`src/rtl/chunked_logic_unit.sv`:
```
// chunked_logic_unit: bitwise AND/OR/XOR/NAND of two WIDTH-bit operands,
// evaluated CHUNK bits per clock so the result is built up over WIDTH/CHUNK
// RUN cycles. The result register o only updates once the whole result is
// ready.
//
// Optional feature: define CHUNKED_LOGIC_UNIT_FLAGS_EN to build registered
// zero (z) and sign (n) flags. Without it, z and n are tied to 0.
//
// Ports:
//   clk   - clock; all state changes on the rising edge
//   rst   - asynchronous active-high reset
//   start - begin an operation; only looked at while idle
//   op    - 00 AND, 01 OR, 10 XOR, 11 NAND
//   a, b  - operands; captured when start is accepted
//   o     - result of the last completed operation
//   busy  - high while an operation is in flight (RUN and DONE)
//   done  - one-cycle pulse when o has just been updated
//   z     - zero flag of the last result (flags build only)
//   n     - MSB of the last result (flags build only)
module chunked_logic_unit #(
    parameter int unsigned WIDTH = 8,
    parameter int unsigned CHUNK = 4
) (
    input  logic             clk,
    input  logic             rst,
    input  logic             start,
    input  logic [1:0]       op,
    input  logic [WIDTH-1:0] a,
    input  logic [WIDTH-1:0] b,
    output logic [WIDTH-1:0] o,
    output logic             busy,
    output logic             done,
    output logic             z,
    output logic             n
);

    localparam int unsigned NCH   = WIDTH / CHUNK;
    localparam int unsigned IDX_W = (NCH > 1) ? $clog2(NCH) : 1;

    localparam logic [1:0] S_IDLE = 2'd0;
    localparam logic [1:0] S_RUN  = 2'd1;
    localparam logic [1:0] S_DONE = 2'd2;

    localparam logic [1:0] OP_AND = 2'b00;
    localparam logic [1:0] OP_OR  = 2'b01;
    localparam logic [1:0] OP_XOR = 2'b10;

    localparam logic [IDX_W-1:0] LAST_IDX   = IDX_W'(NCH - 1);
    localparam logic [WIDTH-1:0] CHUNK_ONES = WIDTH'({CHUNK{1'b1}});

    logic [1:0]       state_q,  state_d;
    logic [IDX_W-1:0] idx_q,    idx_d;
    logic [1:0]       op_q,     op_d;
    logic [WIDTH-1:0] a_q,      a_d;
    logic [WIDTH-1:0] b_q,      b_d;
    logic [WIDTH-1:0] shadow_q, shadow_d;
    logic [WIDTH-1:0] o_q,      o_d;
    logic             busy_q,   busy_d;
    logic             done_q,   done_d;

    logic [WIDTH-1:0] res_full;
    logic [WIDTH-1:0] chunk_mask;
    logic [WIDTH-1:0] shadow_merged;

    // Full-width result of the latched operation; only the current chunk is used.
    always_comb begin
        res_full = '0;
        case (op_q)
            OP_AND:  res_full = a_q & b_q;
            OP_OR:   res_full = a_q | b_q;
            OP_XOR:  res_full = a_q ^ b_q;
            default: res_full = ~(a_q & b_q);
        endcase
    end

    // Merge the current chunk into the shadow result; bitwise ops need no carry.
    always_comb begin
        chunk_mask    = CHUNK_ONES << (32'(idx_q) * CHUNK);
        shadow_merged = (shadow_q & ~chunk_mask) | (res_full & chunk_mask);
    end

    // State and datapath registers.
    always_ff @(posedge clk or posedge rst) begin
        if (rst) begin
            state_q  <= S_IDLE;
            idx_q    <= '0;
            op_q     <= '0;
            a_q      <= '0;
            b_q      <= '0;
            shadow_q <= '0;
            o_q      <= '0;
            busy_q   <= 1'b0;
            done_q   <= 1'b0;
        end else begin
            state_q  <= state_d;
            idx_q    <= idx_d;
            op_q     <= op_d;
            a_q      <= a_d;
            b_q      <= b_d;
            shadow_q <= shadow_d;
            o_q      <= o_d;
            busy_q   <= busy_d;
            done_q   <= done_d;
        end
    end

    // Next-state and next-output logic.
    always_comb begin
        state_d  = state_q;
        idx_d    = idx_q;
        op_d     = op_q;
        a_d      = a_q;
        b_d      = b_q;
        shadow_d = shadow_q;
        o_d      = o_q;
        busy_d   = busy_q;
        done_d   = 1'b0;

        case (state_q)
            S_IDLE: begin
                if (start) begin
                    a_d      = a;
                    b_d      = b;
                    op_d     = op;
                    shadow_d = '0;
                    idx_d    = '0;
                    busy_d   = 1'b1;
                    state_d  = S_RUN;
                end
            end
            S_RUN: begin
                shadow_d = shadow_merged;
                if (idx_q == LAST_IDX) begin
                    // Last chunk: publish the complete result in the same edge.
                    idx_d   = '0;
                    o_d     = shadow_merged;
                    done_d  = 1'b1;
                    state_d = S_DONE;
                end else begin
                    idx_d = IDX_W'(idx_q + 1'b1);
                end
            end
            S_DONE: begin
                busy_d  = 1'b0;
                state_d = S_IDLE;
            end
            default: begin
                busy_d  = 1'b0;
                state_d = S_IDLE;
            end
        endcase
    end

    assign o    = o_q;
    assign busy = busy_q;
    assign done = done_q;

`ifdef CHUNKED_LOGIC_UNIT_FLAGS_EN
    logic z_q;
    logic n_q;

    // Flags load together with o.
    always_ff @(posedge clk or posedge rst) begin
        if (rst) begin
            z_q <= 1'b0;
            n_q <= 1'b0;
        end else if (done_d) begin
            z_q <= (shadow_merged == '0);
            n_q <= shadow_merged[WIDTH-1];
        end
    end

    assign z = z_q;
    assign n = n_q;
`else
    assign z = 1'b0;
    assign n = 1'b0;
`endif

endmodule

```
`config.mk`:
```
export PLATFORM = sky130hd
export DESIGN_NAME = chunked_logic_unit
export DESIGN_NICKNAME = d
export VERILOG_FILES = /design/src/rtl/chunked_logic_unit.sv
export SDC_FILE = /design/constraint.sdc
export NUM_CORES = 1
export LEC_CHECK = 0
export BUFFER_PORTS_ARGS = -buffer_cell sky130_fd_sc_hd__buf_4
export CAP_MARGIN = 30
export CORE_AREA = 2 2 79 81
export DETAILED_ROUTE_END_ITERATION = 10
export DIE_AREA = 0 0 81 83
export SYNTH_ARGS = -nofsm -noshare
export SYNTH_HDL_FRONTEND = slang
export SYNTH_SLANG_ARGS = --single-unit
```
`constraint.sdc`:
```
create_clock -name clk -period 2.71 [get_ports clk]
set_input_delay 0.813 -clock clk [delete_from_list [all_inputs] [get_ports clk]]
set_output_delay 0.813 -clock clk [all_outputs]
set_load 0.03 [all_outputs]
```
# Word level (Yosys, flattened, before mapping)
# Index checks and enable logic that the tools add are counted.
# word_totals
memories	0
wordCells	46
output_inout_bits	12
ff_bits	39
romBits	0
latch_bits	0
mem_bits_rw	0
# classes
order_cmp	0
n_eq_ne	5
muxes	13
mul	0
shift	1
n_reduce_logical	8
n_div	0
bitwise_logic	9
add_sub_neg	1
# op_table
op	count
$and A8 B8 Y8	3
$pmux W8 S3	1
$not A8 Y8	2
$or A8 B8 Y8	2
$pmux W8 S2	1
$reduce_and A2 Y1	5
$mux W8	1
$shl A4 B3 Y8 const A	1
$xor A8 B8 Y8	1
$mux W1	5
$eq A2 B1 Y1 const B	2
$logic_not A2 Y1	2
$mux W2	2
$ne A2 B2 Y1 const B	2
$pmux W1 S2	2
$pmux W2 S2	1
$eq A2 B2 Y1 const B	1
$reduce_bool A2 Y1	1
$add A1 B1 Y1 const B	1
$not A1 Y1	1

# Logic depth before layout (Yosys ltp)
# logic_depth
depth_word	6
depth_mapped	5
ltp_nobuf	5

# Worst setup path before layout
# Ideal clock, no wire load.
# synth_timing
path_type	in2reg
from	in start
to	reg a_q[7]
slack_ns	1.008
t_required_ns	2.585
t_arrival_ns	1.577
path_stages	4
n_path_buf	1
setup_ns	0.125
path_cell_list	nand2b_4 > nor2_4 > buf_4 > mux2_2
# synth_between
elab_chain_len	1
# synth_rtl
element	line_no	text
start, declared	26	input logic start,
$reduce_and A2 Y1 (no source line)	--	
end signal, assigned	88	a_q <= '0;
end signal, assigned	98	a_q <= a_d;
end, declared	54	logic [WIDTH-1:0] a_q, a_d;
# No other way between the ends.
# A chain may end at the register's enable or synchronous reset.

# Worst setup path after layout
# layout_timing
from	reg o_q[2], in the netlist o[2]
to	out o[2]
# layout_lines
element	line_no	text
start, declared	57	logic [WIDTH-1:0] o_q, o_d;
start signal, assigned	91	o_q <= '0;
start signal, assigned	101	o_q <= o_d;
end, declared	30	output logic [WIDTH-1:0] o,
# No word-level cell between the ends.

==> impl_metrics.yaml <==
detailed_routing:
  wl_um: 3180
  wire_per_inst_um: 11.4
  dr.pass1.iters: 4
  postRouteAntennaNets: 0
  viasPerCell: 4.40
  drc_errors: 0
  via_count: 1228
  drt_iter0_markers: 71
logic_synthesis:
  synth_cell_types: 31
  netlist_area_um2: 1900
  syn_inst: 173
  synth_most_common_cell: "dfrtp_1"
  ys_seq_elements: 35
  synth_warnings: 0
  yosys-top-cells-area: "dfrtp_1 46%, mux2_2 11%, ha_1 11%"
  synth_top_family_by_area: "simple AND/OR/NAND/NOR gates"
  synth_common_cells: "35 x dfrtp_1, 25 x inv_1, 20 x nand2_1"
  synth_edf_count: 0
  synth_compound_area_share_pct: 7.50
  async_flop_share_pct: 100
  synth_mux_area_share_pct: 13.3
  synth_top_area_share_pct: 46.1
  yosys.area.top_type: "dfrtp_1"
  avgSynthCellArea_um2: 11.0
  synth-xor-area-share_pct: 0
  synthAdderAreaFrac_pct: 10.5
  synth-simple-area-share_pct: 14.1
  synth-seq-area-share_pct: 46.1
  synth_ff_type: "dfrtp_1"
timing:
  worst_pin_slew_ns: 0.815
  hold_viol: 0
  finalCriticalPeriod_ns: 1.66
  finalCritPeriodShare_pct: 61.1
  max_freq_mhz: 603
  slew-limit-headroom_pct: 45.7
  setup_viol: 0
  fin_setup_tns_ns: 0
  rsz0062_at_grt: "no"
  slew_viol_final: 0
  finClkSkew_ns: 0.00576
min_path:
  min_path_type: "reg -> reg"
placed_design:
  portBuffers: 30
  dpl.hpwl_um: 2380
  finalWeightedCongestion: 0.775
critical_path:
  cp_cell_sequence: "buf_4"
  start_kind: "register"
  end_kind: "output port"
  crit_fanout: 2
  crit_arrival_ns: 0.84
  critPathMaxStageDelay_ns: 0.38
  cp_num_buf_inv: 1
  cp_slowest_cell: "dfrtp_1"
  crit_required_ns: 1.90
  cp_top_family: "flip-flops"
  path_class: "reg -> out"
clock_network:
  cts.repair.resized: 0
  cts_num_sinks: 35
  ctsHoldBuffers: 0
  clock_path_buffers: 2
  clock_latency_ns: 0.29
  tritoncts: "yes"
  clkTransAtPathRegs_ns: 0.07
  root_buffer: "clkbuf_8"
  h-tree-depth: 2
  cts-buffers-inserted: 5
  postCtsSetupRepairBufs: 0
flow_run:
  maxCapViolCount: 0
power_and_ir_drop:
  leakage_nw: 1.14
  power_mw: 2.60
  power_density_nw_per_um2: 1150
  ir_drop_v: 0.000305
global_routing:
  grt_pass1_vias: 1239
  grt_use_total_pct: 11.0
  grt_max_degree: 36
  gr-total-overflow: 0
  grt_pass1_wl_um: 5730
  antenna_found_initial: 0
layout:
  regArea_um2: 876
  fillers: 603
  final_layout_size_suffix_gt1_share_pct: 32.4
  syn2layout_area_growth_pct: 18.9
  multiInputGateArea_um2: 871
  n_antenna_cell: 0
  nets: 240
floorplanning:
  io_pins: 33
  start_util_pct: 32.7
  rows: 28
  die_width_um: 81
  dieHeight_um: 83
  core_area_um2: 5820
  die-area_um2: 6720
outcome:
  status: "complete, no violations"
[metrics by stage]
step	util, %	instances	area, um2	setup WS (ns)	hold slack, ns
3_5_place_dp	37.3	271	2170	0.757	0.469
2_1_floorplan	-	174	1900	1.01	0.439
3_3_place_gp	37.3	271	2170	0.808	0.461
6_report	38.9	279	2260	1.05	0.477
4_1_cts	38.9	279	2260	1.04	0.487
5_1_grt	38.9	279	2260	0.957	0.510
[state kept, by name, summed over array words and instances (netlist names)]
name      count
o             8
idx_q         1
b_q           8
busy          1
shadow_q      4
op_q          2
a_q           8
state_q       2
done          1
[per-layer routing]
metal / vias up / routed length (um) / global-route usage, % / share of wire (%)
li1: 632 / - / - / -
met1: 564 / 1500 / 14.2 / 47
met2: 28 / 1480 / 16.8 / 46
met3: 4 / 161 / 3.37 / 5.1
met4: 0 / 42 / 4.62 / 1.3
met5: - / 0 / 0 / 0
[cells in the final DEF (no fill, tap or decap), types with 3 or more instances in the layout]
| cell type | netlist | layout |
|---|---|---|
| ha_1 | 16 | 16 |
| nand2_1 | 20 | 20 |
| nor3b_1 | 4 | 4 |
| nor2_1 | 4 | 4 |
| mux2_2 | 18 | 18 |
| inv_1 | 25 | 25 |
| nor2b_1 | 6 | 6 |
| dfrtp_1 | 35 | 35 |
| o311ai_1 | 3 | 3 |
| nand2b_1 | 3 | 3 |
| mux2i_1 | 5 | 5 |
| clkbuf_8 | 0 | 5 |
| a221o_1 | 4 | 4 |
| buf_4 | 4 | 31 |
| or3b_2 | 3 | 3 |
[final timing paths]
check	startpoint	end	slack, ns	depth (start not counted)
setup / recovery	o[2]$_DFFE_PP0P_	o[2]	1.05	1
hold / removal	shadow_q[2]$_DFFE_PP0P_	o[2]$_DFFE_PP0P_	0.48	2
setup reg to reg	op_q[0]$_DFFE_PP0P_	o[4]$_DFFE_PP0P_	1.12	3
hold reg to reg	shadow_q[2]$_DFFE_PP0P_	o[2]$_DFFE_PP0P_	0.48	2
max in group asynchronous	rst	o[5]$_DFFE_PP0P_	1.79	3
min in group asynchronous	rst	a_q[0]$_DFFE_PP0P_	0.62	3
[report_power, final]
| part | leakage [nW] | internal (mW) | switching [mW] | total [mW] |
|---|---|---|---|---|
| Combinational | 0.674 | 0.602 | 0.578 | 1.18 |
| Clock | 0.0402 | 0.179 | 0.196 | 0.374 |
| Sequential | 0.426 | 0.780 | 0.265 | 1.05 |
[kinds of logic after synthesis]
kind of cell,after synthesis
multiplexers,23
AND/OR/NAND/NOR,46
other,1
adder cells (fa/ha/maj),16
flip-flops,35
AO/OA/AOI/OAI,17
buffers and inverters,35
[cell type report]
type,instances,area share [%]
flip-flops and latches,35,38.8
multi-input cells,104,38.5
repair buffers,31,10.3
inverters,26,4.32
well taps,75,4.15
clock buffers,5,3.05
clock inverters,3,0.886
Note: power is estimated with default switching activity, not from simulation.
